## src/rtl/myriadrf_spi_arb_if.sv

```systemverilog
// Signal bundle for the LMS6002D SPI arbiter: two requester ports, the ownership
// select and the four SPI pins. The arbiter uses the slave modport.
interface myriadrf_spi_arb_if;
  logic        spi_sel_i;
  logic        req0_valid_i;
  logic [15:0] req0_dat_i;
  logic        req0_ready_o;
  logic        req0_done_o;
  logic [7:0]  req0_rdat_o;
  logic        req1_valid_i;
  logic [15:0] req1_dat_i;
  logic        req1_ready_o;
  logic        req1_done_o;
  logic [7:0]  req1_rdat_o;
  logic        spi_sclk_o;
  logic        spi_sen_o;
  logic        spi_sdio_o;
  logic        spi_sdo_i;
  logic        busy_o;

  modport slave (
    input  spi_sel_i, req0_valid_i, req0_dat_i, req1_valid_i, req1_dat_i, spi_sdo_i,
    output req0_ready_o, req0_done_o, req0_rdat_o,
    output req1_ready_o, req1_done_o, req1_rdat_o,
    output spi_sclk_o, spi_sen_o, spi_sdio_o, busy_o
  );

  modport master (
    output spi_sel_i, req0_valid_i, req0_dat_i, req1_valid_i, req1_dat_i, spi_sdo_i,
    input  req0_ready_o, req0_done_o, req0_rdat_o,
    input  req1_ready_o, req1_done_o, req1_rdat_o,
    input  spi_sclk_o, spi_sen_o, spi_sdio_o, busy_o
  );
endinterface

```

## src/rtl/myriadrf_spi_arb.sv

```systemverilog
// Two-requester arbiter and SPI master for the LMS6002D serial port: one 16-bit frame
// per grant, MSB first, last 8 captured bits returned to the frame's owner.
module myriadrf_spi_arb #(
  parameter int CLK_DIV = 4,
  parameter int FRAME_W = 16
) (
  input  logic               wb_clk_i,
  input  logic               wb_rst_ni,
  myriadrf_spi_arb_if.slave  bus
);
  typedef enum logic [2:0] {IDLE, SETUP, SHIFT, HOLD, GAP} state_t;

  localparam logic [7:0] DIV_LAST = 8'(CLK_DIV - 1);
  localparam logic [3:0] BIT_LAST = 4'(FRAME_W - 1);

  state_t             state, state_nxt;
  logic [7:0]         div_cnt;
  logic               phase;      // 0 = SCLK high half of a bit period
  logic [3:0]         bit_cnt;
  logic [FRAME_W-1:0] shreg;
  logic [7:0]         cap, rdat0, rdat1;
  logic               owner, last_grant;
  logic               grant0, grant1, div_end;

  assign div_end = (div_cnt == DIV_LAST);

  // Grants are gated by reset so ready stays low while the block is held in reset.
  always_comb begin
    grant0 = 1'b0;
    grant1 = 1'b0;
    if (state == IDLE && wb_rst_ni) begin
      if (bus.spi_sel_i) begin
        grant1 = bus.req1_valid_i;
      end else if (bus.req0_valid_i && bus.req1_valid_i) begin
        grant0 = last_grant;
        grant1 = !last_grant;
      end else begin
        grant0 = bus.req0_valid_i;
        grant1 = bus.req1_valid_i;
      end
    end
  end

  always_comb begin
    state_nxt = state;
    case (state)
      IDLE:    if (grant0 || grant1) state_nxt = SETUP;
      SETUP:   if (div_end) state_nxt = SHIFT;
      SHIFT:   if (div_end && phase && bit_cnt == BIT_LAST) state_nxt = HOLD;
      HOLD:    if (div_end) state_nxt = GAP;
      GAP:     if (div_end) state_nxt = IDLE;
      default: state_nxt = IDLE;
    endcase
  end

  always_ff @(posedge wb_clk_i or negedge wb_rst_ni) begin
    if (!wb_rst_ni) state <= IDLE;
    else            state <= state_nxt;
  end

  always_ff @(posedge wb_clk_i or negedge wb_rst_ni) begin
    if (!wb_rst_ni) begin
      div_cnt    <= '0;
      phase      <= 1'b0;
      bit_cnt    <= '0;
      shreg      <= '0;
      cap        <= '0;
      rdat0      <= '0;
      rdat1      <= '0;
      owner      <= 1'b0;
      last_grant <= 1'b1;
    end else begin
      div_cnt <= (state == IDLE || div_end) ? 8'd0 : div_cnt + 8'd1;
      if (state == IDLE) begin
        bit_cnt <= '0;
        phase   <= 1'b0;
      end
      if (grant0 || grant1) begin
        shreg      <= grant1 ? bus.req1_dat_i : bus.req0_dat_i;
        owner      <= grant1;
        last_grant <= grant1;
      end
      if (state == SHIFT && !phase && div_cnt == 8'd0)
        cap <= {cap[6:0], bus.spi_sdo_i};
      // Falling edge advances SDIO, except the last one so bit 0 is held through HOLD.
      if (state == SHIFT && div_end) begin
        phase <= !phase;
        if (phase) begin
          if (bit_cnt != BIT_LAST) bit_cnt <= bit_cnt + 4'd1;
        end else if (bit_cnt != BIT_LAST) begin
          shreg <= {shreg[FRAME_W-2:0], 1'b0};
        end
      end
      if (state == HOLD && div_end) begin
        if (owner) rdat1 <= cap;
        else       rdat0 <= cap;
      end
    end
  end

  assign bus.req0_ready_o = grant0;
  assign bus.req1_ready_o = grant1;
  assign bus.req0_done_o  = (state == GAP) && (div_cnt == 8'd0) && !owner;
  assign bus.req1_done_o  = (state == GAP) && (div_cnt == 8'd0) && owner;
  assign bus.req0_rdat_o  = rdat0;
  assign bus.req1_rdat_o  = rdat1;
  assign bus.spi_sclk_o   = (state == SHIFT) && !phase;
  assign bus.spi_sen_o    = !(state == SETUP || state == SHIFT || state == HOLD);
  assign bus.spi_sdio_o   = shreg[FRAME_W-1];
  assign bus.busy_o       = (state != IDLE);
endmodule

```

## src/flat_wrapper.sv

```systemverilog
// flat-port wrapper written by rule: the top's interface ports become plain ports
module myriadrf_spi_arb_flat 
#(
  parameter int CLK_DIV = 4,
  parameter int FRAME_W = 16
)
  (wb_clk_i, wb_rst_ni, bus_spi_sel_i, bus_req0_valid_i, bus_req0_dat_i, bus_req1_valid_i, bus_req1_dat_i, bus_spi_sdo_i, bus_req0_ready_o, bus_req0_done_o, bus_req0_rdat_o, bus_req1_ready_o, bus_req1_done_o, bus_req1_rdat_o, bus_spi_sclk_o, bus_spi_sen_o, bus_spi_sdio_o, bus_busy_o);
  myriadrf_spi_arb_if bus_i ();
  input  logic wb_clk_i;
  input  logic wb_rst_ni;
  input wire logic [$bits(bus_i.spi_sel_i)-1:0] bus_spi_sel_i;
  input wire logic [$bits(bus_i.req0_valid_i)-1:0] bus_req0_valid_i;
  input wire logic [$bits(bus_i.req0_dat_i)-1:0] bus_req0_dat_i;
  input wire logic [$bits(bus_i.req1_valid_i)-1:0] bus_req1_valid_i;
  input wire logic [$bits(bus_i.req1_dat_i)-1:0] bus_req1_dat_i;
  input wire logic [$bits(bus_i.spi_sdo_i)-1:0] bus_spi_sdo_i;
  output wire logic [$bits(bus_i.req0_ready_o)-1:0] bus_req0_ready_o;
  output wire logic [$bits(bus_i.req0_done_o)-1:0] bus_req0_done_o;
  output wire logic [$bits(bus_i.req0_rdat_o)-1:0] bus_req0_rdat_o;
  output wire logic [$bits(bus_i.req1_ready_o)-1:0] bus_req1_ready_o;
  output wire logic [$bits(bus_i.req1_done_o)-1:0] bus_req1_done_o;
  output wire logic [$bits(bus_i.req1_rdat_o)-1:0] bus_req1_rdat_o;
  output wire logic [$bits(bus_i.spi_sclk_o)-1:0] bus_spi_sclk_o;
  output wire logic [$bits(bus_i.spi_sen_o)-1:0] bus_spi_sen_o;
  output wire logic [$bits(bus_i.spi_sdio_o)-1:0] bus_spi_sdio_o;
  output wire logic [$bits(bus_i.busy_o)-1:0] bus_busy_o;
  assign bus_i.spi_sel_i = bus_spi_sel_i;
  assign bus_i.req0_valid_i = bus_req0_valid_i;
  assign bus_i.req0_dat_i = bus_req0_dat_i;
  assign bus_i.req1_valid_i = bus_req1_valid_i;
  assign bus_i.req1_dat_i = bus_req1_dat_i;
  assign bus_i.spi_sdo_i = bus_spi_sdo_i;
  assign bus_req0_ready_o = bus_i.req0_ready_o;
  assign bus_req0_done_o = bus_i.req0_done_o;
  assign bus_req0_rdat_o = bus_i.req0_rdat_o;
  assign bus_req1_ready_o = bus_i.req1_ready_o;
  assign bus_req1_done_o = bus_i.req1_done_o;
  assign bus_req1_rdat_o = bus_i.req1_rdat_o;
  assign bus_spi_sclk_o = bus_i.spi_sclk_o;
  assign bus_spi_sen_o = bus_i.spi_sen_o;
  assign bus_spi_sdio_o = bus_i.spi_sdio_o;
  assign bus_busy_o = bus_i.busy_o;
  myriadrf_spi_arb #(.CLK_DIV(CLK_DIV), .FRAME_W(FRAME_W)) u_core (.wb_clk_i(wb_clk_i), .wb_rst_ni(wb_rst_ni), .bus(bus_i));
endmodule
```

## config.mk

```make
export PLATFORM = sky130hd
export DESIGN_NAME = myriadrf_spi_arb_flat
export DESIGN_NICKNAME = d
export VERILOG_FILES = /design/src/rtl/myriadrf_spi_arb_if.sv /design/src/rtl/myriadrf_spi_arb.sv /design/src/flat_wrapper.sv
export SDC_FILE = /design/constraint.sdc
export NUM_CORES = 1
export LEC_CHECK = 0
export BUFFER_PORTS_ARGS = -buffer_cell sky130_fd_sc_hd__buf_4
export CORE_ASPECT_RATIO = 1.4
export CORE_MARGIN = 5
export CORE_UTILIZATION = 50
export DETAILED_ROUTE_END_ITERATION = 12
export GPL_TIMING_DRIVEN = 0
export HOLD_SLACK_MARGIN = 0.02
export PLACE_DENSITY = 0.74
export SLEW_MARGIN = 10
export SYNTH_ARGS = -nofsm -noshare
export SYNTH_HDL_FRONTEND = slang
export SYNTH_SLANG_ARGS = --single-unit
```

## constraint.sdc

```tcl
create_clock -name wb_clk_i -period 5.9 [get_ports wb_clk_i]
set_clock_uncertainty 0.05 [all_clocks]
set_input_delay 1.18 -clock wb_clk_i [delete_from_list [all_inputs] [get_ports wb_clk_i]]
set_output_delay 1.18 -clock wb_clk_i [all_outputs]
set_load 0.05 [all_outputs]
```

# Yosys cells after proc, flatten, opt, wreduce, memory -nomap -nowiden
# Index checks and enable logic that the tools add are counted.
[word_totals]
register_bits = 58
in_bits = 38
output_inout_bits = 24
wordCells = 75
[op_classes]
addsub = 2
n_eq_ne = 12
n_mux = 24
bitwise_logic = 1
n_reduce_logical = 26
[ops]
columns = ["op", "count"]
rows = [
  ["$mux 16", 5],
  ["$mux 4", 4],
  ["$mux 3", 5],
  ["$pmux 3 s5", 1],
  ["$logic_and 1x1->1", 11],
  ["$ne 2x1->1 const B", 5],
  ["$add 8x1->8 const B", 1],
  ["$eq 8x2->1 const B", 1],
  ["$logic_not 8->1", 1],
  ["$mux 1", 8],
  ["$mux 8", 1],
  ["$eq 3x2->1 const B", 2],
  ["$reduce_and 5->1", 1],
  ["$add 4x1->4 const B", 1],
  ["$eq 4x4->1 const B", 1],
  ["$logic_not 1->1", 4],
  ["$logic_or 1x1->1", 4],
  ["$ne 4x4->1 const B", 1],
  ["$reduce_and 2->1", 2],
  ["$eq 3x1->1 const B", 1],
  ["$eq 3x3->1 const B", 1],
  ["$logic_not 3->1", 1],
  ["$reduce_bool 3->1", 1],
  ["$reduce_bool 2->1", 1],
  ["$not 1->1", 1],
]

# Logic depth before layout (Yosys ltp)
# Gate-level depths: netlist (run 1).
[depth]
word_depth = 9
ltp_mapped = 7
ltp_nobuf = 5

# Least setup slack after synthesis (run 1)
# No wires, ideal clock.
[synth_timing]
path_kind = "input to output"
start = "input port bus_req0_valid_i"
end = "output port bus_req0_ready_o"
arrival_ns = 2.561
required_ns = 4.670
setup_slack_ns = 2.109
stages = 5
path_buffers = 2
cell_sequence = "nor2b_1 > clkbuf_1 > clkbuf_1 > nand2_1 > nor2_1"
[synth_via]
elab_chain_cells = 4
[synth_rtl]
columns = ["item", "line", "source"]
rows = [
  ["from (decl)", "flat_wrapper.sv:12", "input wire logic [$bits(bus_i.req0_valid_i)-1:0] bus_req0_valid_i;"],
  ["$logic_and 1x1->1", "myriadrf_spi_arb.sv:34", "end else if (bus.req0_valid_i && bus.req1_valid_i) begin"],
  ["$mux 1 (*)", "myriadrf_spi_arb.sv:34", ""],
  ["$mux 1 (*)", "myriadrf_spi_arb.sv:32", "if (bus.spi_sel_i) begin"],
  ["$mux 1 (*)", "myriadrf_spi_arb.sv:31", "if (state == IDLE && wb_rst_ni) begin"],
  ["to (decl)", "flat_wrapper.sv:17", "output wire logic [$bits(bus_i.req0_ready_o)-1:0] bus_req0_ready_o;"],
]
# Mark *: on every way between the ends. The rest lies on a longest branch, timed or not.

# Final worst setup path (run 1)
[layout_timing]
start = "input port wb_rst_ni"
end = "output port bus_req0_ready_o"
[layout_via]
elab_chain_cells = 2
[layout_rtl]
columns = ["item", "line", "source"]
rows = [
  ["from (decl)", "flat_wrapper.sv:10", "input logic wb_rst_ni;"],
  ["$logic_and 1x1->1", "myriadrf_spi_arb.sv:31", ""],
  ["$mux 1", "myriadrf_spi_arb.sv:31", ""],
]
# Every way passes these cells.

==> metrics.md, run 1 <==
| Metric | Value |
|---|---|
| Status | `finished clean` |
| Share of cells above drive strength 1 | `33.1%` |
| Synthesized area per cell | `11.0 µm²` |
| Fmax | `0.244 GHz` |
| Worst Hold Path EP | `u_core.shreg[8]$_DFF_PN0_` |
| Detail Placement HPWL | `4880 µm` |
| Area growth from synthesis to layout | `26.3%` |
| # nets final | `390` |
| CTS tree | `done` |
| Final period utilization | `69.4%` |
| FF-to-FF End | `u_core.bus.req1_rdat_o[0]$_DFFE_PN0P_` |
| Routed Antenna Nets | `0` |
| Die area | `0.00775 mm²` |
| Drt drc | `0` |
| Largest cells by area after synthesis | `dfrtp_1 (47%), mux2_2 (5.9%), a211o_1 (4.3%)` |
| Gpl congestion | `0.812` |
| First-pass GRT wire length | `10800 µm` |
| Leakage | `1.78 nW` |
| Design Power | `1.67 mW` |
| Avg WL per Cell | `15.4 µm` |
| I/O pin count | `62` |
| Ys Warns | `0` |
| Setup TNS | `0 ns` |
| Tmin final | `4.09 ns` |
| Grt ovf | `0` |
| Final setup fails | `0` |
| Ys async rst share | `100%` |
| Initial drt markers | `41` |
| Vias in the first global route | `2369` |
| Max Root-Sink Buffers | `2` |
| WHS Path Cells | `1` |
| Via count | `2340` |
| HP Class | `reg -> reg` |
| Reg2Reg Setup Slack | `3.59 ns` |
| Slew margin rel. | `51.9%` |
| Mapped Cells | `277` |
| DRT Pass-1 Iters | `4` |
| Vias per cell | `5.52` |
| Initial antenna violation count | `0` |
| Die Ht | `102 µm` |
| Critical Path End Type | `output port` |
| CTS root buffer | `clkbuf_8` |
| Yosys reg bits | `58` |
| Crit Path Category | `in -> out` |
| Syn nets | `318` |
| Total Wirelength | `6530 µm` |
| Final hold vios | `0` |
| Register area share after synthesis | `47.9%` |
| Required time worst endpoint | `4.67 ns` |
| Area leader, netlist | `dfrtp_1` |
| RSZ-0062 raised after global routing | `false` |
| TritonCTS Buffers | `9` |
| Post-Syn Area | `0.00303 mm²` |
| # H-tree levels | `3` |
| Number of hold buffers added after CTS | `0` |
| Area of the multi-input gates | `0.00146 mm²` |
| CTS Sinks | `58` |
| Rows | `33` |
| Largest net degree at the start of global routing | `62` |
| Clock transition at path regs | `0.07 ns` |
| Synth Flop Type | `dfrtp_1` |
| Fillers | `490` |
| Synth top area share | `47.0%` |
| Slew Viols, Final | `0` |
| Slew @ Worst Pin | `0.722 ns` |
| Post_cts resized | `0` |
| Synth unique cells | `51` |
| EDFF count, synth | `0` |
| Hold path start | `u_core.shreg[7]$_DFF_PN0_` |
| Worst R2R Start | `u_core.div_cnt[0]$_DFF_PN0_` |
| Hold WS | `0.420 ns` |
| Worst setup SP type | `input port` |
| Starting Density | `51.7%` |
| P per Cell Area | `435 mW/mm²` |
| Total track usage | `18.3%` |
| # Max-Cap Violations | `0` |
| Number of diodes | `0` |
| VDD IR max | `313 µV` |
| Worst-Skew Late Latency | `0.34 ns` |
| Die W | `75.8 µm` |
| Depth of the most critical reg-to-reg path | `6` |
| CP arrival | `2.86 ns` |
| Reg area | `0.00145 mm²` |
| Core Box Area | `0.00586 mm²` |
| Crit-path max FO | `61` |
| Setup bufs post-CTS | `0` |
| PortBufs | `61` |
-- worst max-delay path: stages --
cell and delay (ns):
buf_4 0.55, or4b_1 0.49, buf_2 0.19, nor2_1 0.19, buf_4 0.23
-- per-stage QoR --
step	utilization, %	instance area (µm²)	std cells	worst slack [ns]
after floorplan	-	3030	277	2.11
after global placement	61.1	3580	408	1.78
after detailed placement	61.1	3580	408	1.74
after CTS	65.4	3830	424	1.74
after global routing	65.4	3830	424	1.62
final	65.4	3830	424	1.81
-- cell usage after synthesis (all sizes together), types with 2 or more instances --
master,instances
o21ai,21
a211o,15
inv,9
ha,3
nand3b,15
o2bb2ai,15
nand2,10
nor3,4
and3,4
or4,2
a21oi,18
xor2,5
mux2,24
nand3,9
o311ai,2
clkbuf,12
xnor2,2
buf,7
nor4,3
nand2b,4
dfrtp,57
nor4b,2
mux2i,3
nor2,13
nand4,2
-- cell type report --
class	count	share of cell area (%)
Inverter	10	0.979
Sequential cell	58	37.9
Multi-Input combinational cell	190	38.0
Clock buffer	12	4.05
Tap cell	70	2.29
Timing Repair Buffer	61	11.9
Buffer	19	2.29
Clock inverter	4	2.55
-- cell usage in the layout (no fill, tap or decap), types with 2 or more instances in the layout --
cell | Yosys | layout
a211o_1 | 15 | 15
a21oi_1 | 17 | 17
and3_1 | 4 | 4
buf_2 | 4 | 4
buf_4 | 1 | 62
bufinv_16 | 0 | 3
clkbuf_1 | 12 | 13
clkbuf_8 | 0 | 11
dfrtp_1 | 57 | 57
ha_1 | 3 | 3
inv_1 | 9 | 9
mux2_2 | 16 | 16
mux2_4 | 8 | 8
mux2i_1 | 3 | 3
nand2_1 | 9 | 9
nand2b_1 | 4 | 4
nand3_1 | 8 | 8
nand3b_1 | 15 | 15
nand4_1 | 2 | 2
nor2_1 | 13 | 13
nor3_1 | 4 | 4
nor4_4 | 2 | 2
o21ai_0 | 21 | 21
o2bb2ai_1 | 15 | 15
o311ai_0 | 2 | 2
xnor2_1 | 2 | 2
xor2_1 | 5 | 5
-- flip-flops by register name (all words and copies together), names as in the netlist --
name,flops
u_core.last_grant,1
u_core.bus.req0_rdat_o,8
u_core.owner,1
u_core.phase,1
u_core.div_cnt,8
u_core.state,3
u_core.bus.req1_rdat_o,8
u_core.cap,8
u_core.bit_cnt,4
u_core.shreg,16
-- power breakdown --
part	internal, mW	switching, mW
combinational	0.231	0.374
clock	0.304	0.151
sequential	0.521	0.0864
total	1.06	0.612
-- worst max path at each step --
stage / cells past startpoint / slack (ns) / startpoint / to
2_1_floorplan: 5 / 2.11 / bus_req0_valid_i / bus_req0_ready_o
3_3_place_gp: 5 / 1.78 / wb_rst_ni / bus_req0_ready_o
3_5_place_dp: 5 / 1.74 / wb_rst_ni / bus_req0_ready_o
4_1_cts: 5 / 1.74 / wb_rst_ni / bus_req0_ready_o
5_1_grt: 5 / 1.62 / wb_rst_ni / bus_req0_ready_o
6_report: 5 / 1.81 / wb_rst_ni / bus_req0_ready_o
-- cell families (layout without fill, tap and decap cells) --
family,count (synthesis),in the layout,share of synthesized area [%]
AO/OA/AOI/OAI,77,77,17.3
AND/OR/NAND/NOR,76,76,16.6
flip-flops,58,58,47.9
buffers and inverters,29,106,4.12
multiplexers,27,27,10.9
XOR/XNOR,7,7,2.02
adder cells (fa/ha/maj),3,3,1.24
-- layer usage --
layer | part of all wire, % | GRT usage, %
met1 | 43 | 22.4
met4 | 1.0 | 7.67
met2 | 48 | 29.3
met5 | 0 | 0
met3 | 7.8 | 5.91
Power figures use the tool's default switching activity.
==> run 2: changes to the inputs <==
--- a/config.mk
+++ b/config.mk
@@ -8,11 +8,11 @@
 export BUFFER_PORTS_ARGS = -buffer_cell sky130_fd_sc_hd__buf_4
 export CORE_ASPECT_RATIO = 1.4
 export CORE_MARGIN = 5
-export CORE_UTILIZATION = 50
+export CORE_UTILIZATION = 49
 export DETAILED_ROUTE_END_ITERATION = 12
 export GPL_TIMING_DRIVEN = 0
 export HOLD_SLACK_MARGIN = 0.02
-export PLACE_DENSITY = 0.74
+export PLACE_DENSITY = 0.75
 export SLEW_MARGIN = 10
 export SYNTH_ARGS = -nofsm -noshare
 export SYNTH_HDL_FRONTEND = slang
==> constraint.sdc (replaced) <==
create_clock -name wb_clk_i -period 3.5 [get_ports wb_clk_i]
set_clock_uncertainty 0.05 [all_clocks]
set_input_delay 0.7 -clock wb_clk_i [delete_from_list [all_inputs] [get_ports wb_clk_i]]
set_output_delay 0.7 -clock wb_clk_i [all_outputs]
set_load 0.05 [all_outputs]
==> run 2 against run 1 <==
  * Worst setup slack worse by 1.4 ns
  * Global-route usage decreased by 0.45 points
  * Worst hold slack got worse by 0.060 ns
  * Critical path depth stayed put
  * Final cell count rose by 0.47%
  * Final area fell by 0.56%
  * Clock power is 53% higher
  * Sequential cell count unchanged
  * Critical endpoint unchanged
  * Largest cell class unchanged
  * Highest routed layer unchanged
==> metrics.md, run 2 (synthesis results as in run 1) <==
| Metric | Value |
|---|---|
| Status | `finished clean` |
| Gpl congestion | `0.848 (+4.5%)` |
| Int Pwr | `1.71 mW (+62%)` |
| Largest Register | `u_core.shreg` |
| # nets final | `390 (unchanged)` |
| Drt drc | `0 (unchanged)` |
| CTS Sinks | `58 (unchanged)` |
| Vias per cell | `5.53 (+0.25%)` |
| Number of hold buffers added after CTS | `0 (unchanged)` |
| Number of diodes | `0 (unchanged)` |
| Switching power | `1.03 mW (+68%)` |
| Clock transition at path regs | `0.06 ns (about the same)` |
| CTS root buffer | `clkbuf_8` |
| Slowest stage cell, crit path | `buf_4` |
| Tmin final | `3.09 ns` |
| Fmax | `0.323 GHz` |
| Comb pwr share | `37.2% (+0.9 points)` |
| Final hold vios | `0 (unchanged)` |
| Post-layout util | `62.2% (-3.2 points)` |
| Max Root-Sink Buffers | `2 (unchanged)` |
| Required time worst endpoint | `2.75 ns (-1.92 ns)` |
| Crit Path Category | `in -> out` |
| Grt ovf | `0 (unchanged)` |
| Max reg flops | `16 (unchanged)` |
| Setup TNS | `0 ns (unchanged)` |
| Die area | `0.00789 mm² (+1.8%)` |
| Switching share of power | `37.6% (+0.93 points)` |
| Worst setup SP type | `input port` |
| Fillers | `519 (+5.9%)` |
| Slew Viols, Final | `0 (unchanged)` |
| Final setup fails | `0 (unchanged)` |
| P per Cell Area | `718 mW/mm² (+65%)` |
| Largest stage delay on the critical path | `0.54 ns (about the same)` |
| Via count | `2357 (+0.73%)` |
| Reg2Reg Setup Slack | `1.17 ns (-2.42 ns)` |
| Critical Path End Type | `output port` |
| Most frequent cells in the layout | `buf_4 (62), dfrtp_1 (57), o21ai_0 (21)` |
| Depth of the most critical reg-to-reg path | `6 (unchanged)` |
| Non-filler cells, final | `426 (+0.47%)` |
| Die W | `76.5 µm (+0.88%)` |
| Total Wirelength | `6630 µm (+1.6%)` |
| DRT Pass-1 Iters | `4 (unchanged)` |
| Initial drt markers | `58 (+41%)` |
| HP Class | `in -> async` |
| I/O pin count | `62 (unchanged)` |
| Commonest non-fill, non-tap cell in the layout | `buf_4` |
| Core Box Area | `0.00613 mm² (+4.5%)` |
| Largest net degree at the start of global routing | `62 (unchanged)` |
| Initial antenna violation count | `0 (unchanged)` |
| Leakage | `1.77 nW (-0.35%)` |
| Final instance area | `0.00381 mm² (-0.56%)` |
| Die Ht | `103 µm (+0.92%)` |
| # H-tree levels | `3 (unchanged)` |
| Crit-path cells | `buf_4 > or4b_1 > buf_2 > nor2_1 > buf_4` |
| Total track usage | `17.8% (-0.45 points)` |
| PortBufs | `61 (unchanged)` |
| Hold WS | `0.360 ns (-0.0599 ns)` |
| Slew @ Worst Pin | `0.719 ns (-0.00297 ns)` |
| Worst-Skew Late Latency | `0.33 ns (about the same)` |
| Rows | `34 (+3.0%)` |
| Vias in the first global route | `2464 (+4.0%)` |
| Slew margin rel. | `52.1% (+0.20 points)` |
| Post_cts resized | `0 (unchanged)` |
| TritonCTS Buffers | `9 (unchanged)` |
| DP Area | `0.00358 mm² (about the same)` |
| Most Frequent Cell on Critical Path | `buf_4` |
| RSZ-0062 raised after global routing | `false` |
| First-pass GRT wire length | `11300 µm (+5.0%)` |
| Dpl ws | `0.359 ns (-1.38 ns)` |
| Area growth from synthesis to layout | `25.6%` |
| Share of cells above drive strength 1 | `33.1% (unchanged)` |
| Detail Placement HPWL | `4950 µm (+1.5%)` |
| Setup bufs post-CTS | `0 (unchanged)` |
| Routed Antenna Nets | `0 (unchanged)` |
| VDD IR max | `453 µV (+45%)` |
| Final setup margin | `0.406 ns (-1.40 ns)` |
| Design Power | `2.74 mW (+64%)` |
| CP arrival | `2.34 ns (-0.52 ns)` |
| Clk pwr share | `25.4% (-1.9 points)` |
| Final period utilization | `88.4%` |
| Reg power frac | `37.3% (+0.9 points)` |
| # Max-Cap Violations | `0 (unchanged)` |
| Avg WL per Cell | `15.6 µm (+1.1%)` |
| CTS tree | `done` |
| Inst Count DP | `410 (+0.49%)` |
| Starting Density | `49.5% (-2.2 points)` |
| Crit-path max FO | `61 (unchanged)` |
[run 2: cell types whose count changed in the layout (fill, tap and decap cells not counted)]
cell | before | now
clkinvlp_4 | 1 | 0
bufinv_16 | 3 | 2
clkinv_4 | 0 | 1
clkinv_2 | 0 | 1
[run 2: worst max-delay path, delay by kind of cell]
kind | cells | cell delay, ns
simple gates | 2 | 0.64
buf+inv | 3 | 0.95
[run 2: worst paths after layout]
kind                                                   from                               endpoint
worst max-delay path                              wb_rst_ni                       bus_req0_ready_o
worst min-delay path                              wb_rst_ni            u_core.bit_cnt[0]$_DFF_PN0_
worst max register to register  u_core.div_cnt[0]$_DFF_PN0_  u_core.bus.req1_rdat_o[1]$_DFFE_PN0P_
worst min register to register   u_core.shreg[14]$_DFF_PN0_             u_core.shreg[15]$_DFF_PN0_
max in group asynchronous                         wb_rst_ni            u_core.state[0]$_DFFE_PN0P_
min in group wb_clk_i            u_core.shreg[14]$_DFF_PN0_             u_core.shreg[15]$_DFF_PN0_
[run 2: final cells by class]
class,count,area (µm²),area share (%)
buffer,19,87.6,2.30
timing repair buffer,61,458,12.0
clock inverter,4,73.8,1.94
tap,72,90.1,2.36
inverter,10,37.5,0.985
clock buffer,12,155,4.07
multi-input combinational,190,1460,38.2
sequential,58,1450,38.1
[run 2: power by group through the flow]
stage	Combinational [mW]	Sequential, mW	Clock, mW
6_report	1.02	1.02	0.697
3_3_place_gp	0.999	1.03	0
4_1_cts	1.03	1.02	0.709
3_5_place_dp	1.02	1.04	0
5_1_grt	1.12	1.05	0.740
2_1_floorplan	0.633	1.12	0
[run 2: metal layers]
layer	GRT usage, %	part of all wire [%]
met5	0	0
met4	9.96	2.4
met3	4.28	5.5
met2	31.0	50
met1	20.2	42
==> run 3: changes to the inputs <==
--- a/config.mk
+++ b/config.mk
@@ -7,7 +7,7 @@
 export LEC_CHECK = 0
 export BUFFER_PORTS_ARGS = -buffer_cell sky130_fd_sc_hd__buf_4
 export CORE_ASPECT_RATIO = 1.4
-export CORE_MARGIN = 5
+export CORE_MARGIN = 3
 export CORE_UTILIZATION = 49
 export DETAILED_ROUTE_END_ITERATION = 12
 export GPL_TIMING_DRIVEN = 0
==> run 3 against run 2 <==
  * Critical path depth unchanged
  * Sequential share of layout area increased by 0.74 points
  * Highest routed layer unchanged
  * Power decreased by 7.4%
  * Final area decreased by 1.9%
==> metrics.md, run 3 (synthesis results as in run 1) <==
| Metric | Value |
|---|---|
| Worst setup SP type | `input port` |
| Largest Register | `u_core.shreg` |
| Avg WL per Cell | `15.1 µm (-3.1%)` |
| RSZ-0062 raised after global routing | `false` |
| Final hold vios | `0 (unchanged)` |
| Slew Viols, Final | `0 (unchanged)` |
| Hold WS | `0.374 ns (+0.0132 ns)` |
| Number of hold buffers added after CTS | `0 (unchanged)` |
| Final setup margin | `0.378 ns (-0.0283 ns)` |
| Required time worst endpoint | `2.75 ns (about the same)` |
| Detail Placement HPWL | `4720 µm (-4.6%)` |
| Slew margin rel. | `52.3% (+0.23 points)` |
| Starting Density | `51.0% (+1.5 points)` |
| # Max-Cap Violations | `0 (unchanged)` |
| Fmax | `0.320 GHz (-0.91%)` |
| Final period utilization | `89.2% (+0.81 points)` |
| Max Root-Sink Buffers | `2 (unchanged)` |
| Number of diodes | `0 (unchanged)` |
| Slew @ Worst Pin | `0.715 ns (-0.00344 ns)` |
| Die Ht | `99.1 µm (-3.9%)` |
| Die W | `72.5 µm (-5.2%)` |
| Final setup fails | `0 (unchanged)` |
| Area growth from synthesis to layout | `23.2%` |
| Grt ovf | `0 (unchanged)` |
| Via count | `2346 (-0.47%)` |
| First-pass GRT wire length | `10800 µm (-4.9%)` |
| Non-filler cells, final | `423 (-0.70%)` |
| Initial antenna violation count | `0 (unchanged)` |
| Crit Path Category | `in -> out` |
| Total track usage | `18.9% (+1.1 points)` |
| CTS tree | `done` |
| PortBufs | `61 (unchanged)` |
| Commonest non-fill, non-tap cell in the layout | `buf_4` |
| Most frequent cells in the layout | `buf_4 (62), dfrtp_1 (57), o21ai_0 (21)` |
| Vias in the first global route | `2317 (-6.0%)` |
| Largest stage delay on the critical path | `0.54 ns (about the same)` |
| Initial drt markers | `41 (-29%)` |
| Setup bufs post-CTS | `0 (unchanged)` |
| Routed Antenna Nets | `0 (unchanged)` |
| VDD IR max | `389 µV (-14%)` |
| Core Box Area | `0.00595 mm² (-2.9%)` |
| Dpl ws | `0.357 ns (-0.00256 ns)` |
| Max reg flops | `16 (unchanged)` |
| HP Class | `in -> async` |
| Rows | `33 (-2.9%)` |
| CP arrival | `2.37 ns (+0.03 ns)` |
| CTS root buffer | `clkbuf_8` |
| Leakage | `1.74 nW (-2.0%)` |
| Share of cells above drive strength 1 | `33.1% (+0.094 points)` |
| Vias per cell | `5.55 (+0.24%)` |
| # nets final | `390 (unchanged)` |
| Most Frequent Cell on Critical Path | `buf_4` |
| Post_cts resized | `0 (unchanged)` |
| TritonCTS Buffers | `9 (unchanged)` |
| Status | `finished clean` |
| Reg2Reg Setup Slack | `1.18 ns (about the same)` |
| Crit-path max FO | `61 (unchanged)` |
| Die area | `0.00719 mm² (-8.9%)` |
| Tmin final | `3.12 ns (+0.0283 ns)` |
| Clock transition at path regs | `0.06 ns (about the same)` |
| Critical Path End Type | `output port` |
| I/O pin count | `62 (unchanged)` |
| CTS Sinks | `58 (unchanged)` |
| P per Cell Area | `678 mW/mm² (-5.6%)` |
| Setup TNS | `0 ns (unchanged)` |
| DRT Pass-1 Iters | `4 (unchanged)` |
| Largest net degree at the start of global routing | `62 (unchanged)` |
| Drt drc | `0 (unchanged)` |
| # H-tree levels | `3 (unchanged)` |
| Crit-path cells | `buf_4 > or4b_1 > buf_2 > nor2_1 > buf_4` |
| Gpl congestion | `0.848 (about the same)` |
| Inst Count DP | `408 (-0.49%)` |
| Worst-Skew Late Latency | `0.33 ns (about the same)` |
| Total Wirelength | `6380 µm (-3.8%)` |
| Slowest stage cell, crit path | `buf_4` |
## run 3: cell count changes in the layout (fill, tap and decap cells not counted)
cell        before  now
bufinv_16        2    0
clkbuf_8        11    9
clkbuf_1        13   12
clkinv_4         1    0
clkinv_2         1    4
clkinvlp_4       0    2
## run 3: stage by stage
step	power [mW]	instance area, µm²	util [%]
finish	2.53	3740	62.9
global route	2.72	3740	62.9
CTS	2.56	3740	62.9
detailed placement	2.06	3580	60.2
global placement	2.03	3580	60.2
floorplan	1.75	3030	-
## run 3: final cells by class
cell class                      count  area [µm²]
Timing Repair Buffer               61         458
Multi-Input combinational cell    190        1460
Buffer                             19        87.6
Fill cell                         507        2210
Clock buffer                        9         124
Inverter                           10        37.5
Tap cell                           70        87.6
Clock inverter                      6        35.0
Sequential cell                    58        1450
## run 3: final timing paths
kind                                        startpoint                                    end  cells past startpoint
hold / removal                               wb_rst_ni            u_core.bit_cnt[1]$_DFF_PN0_                      1
setup reg to reg           u_core.div_cnt[1]$_DFF_PN0_  u_core.bus.req0_rdat_o[0]$_DFFE_PN0P_                      5
max in group asynchronous                    wb_rst_ni              u_core.shreg[8]$_DFF_PN0_                      1
hold reg to reg              u_core.shreg[5]$_DFF_PN0_              u_core.shreg[6]$_DFF_PN0_                      1
setup / recovery                             wb_rst_ni                       bus_req0_ready_o                      5
min in group wb_clk_i        u_core.shreg[5]$_DFF_PN0_              u_core.shreg[6]$_DFF_PN0_                      1
## run 3: worst max-delay path, delay by kind of cell
kind                   cells  cell delay, ns
and+or+nand+nor            2            0.67
buffers and inverters      3            0.96
## run 3: metal layers
metal	track usage, %	part of all wire (%)	vias up	routed length, µm
met3	4.65	6.6	8	424
met5	0	0	-	0
met2	30.7	49	65	3100
met1	24.9	44	1112	2780
met4	6.11	1.2	0	74
li1	-	-	1161	-
## run 3: power by group
part | internal [mW] | leakage, nW | switching, mW
clock | 0.246 | 0.0806 | 0.246
sequential | 0.878 | 0.742 | 0.148
combinational | 0.390 | 0.915 | 0.625
total | 1.51 | 1.74 | 1.02
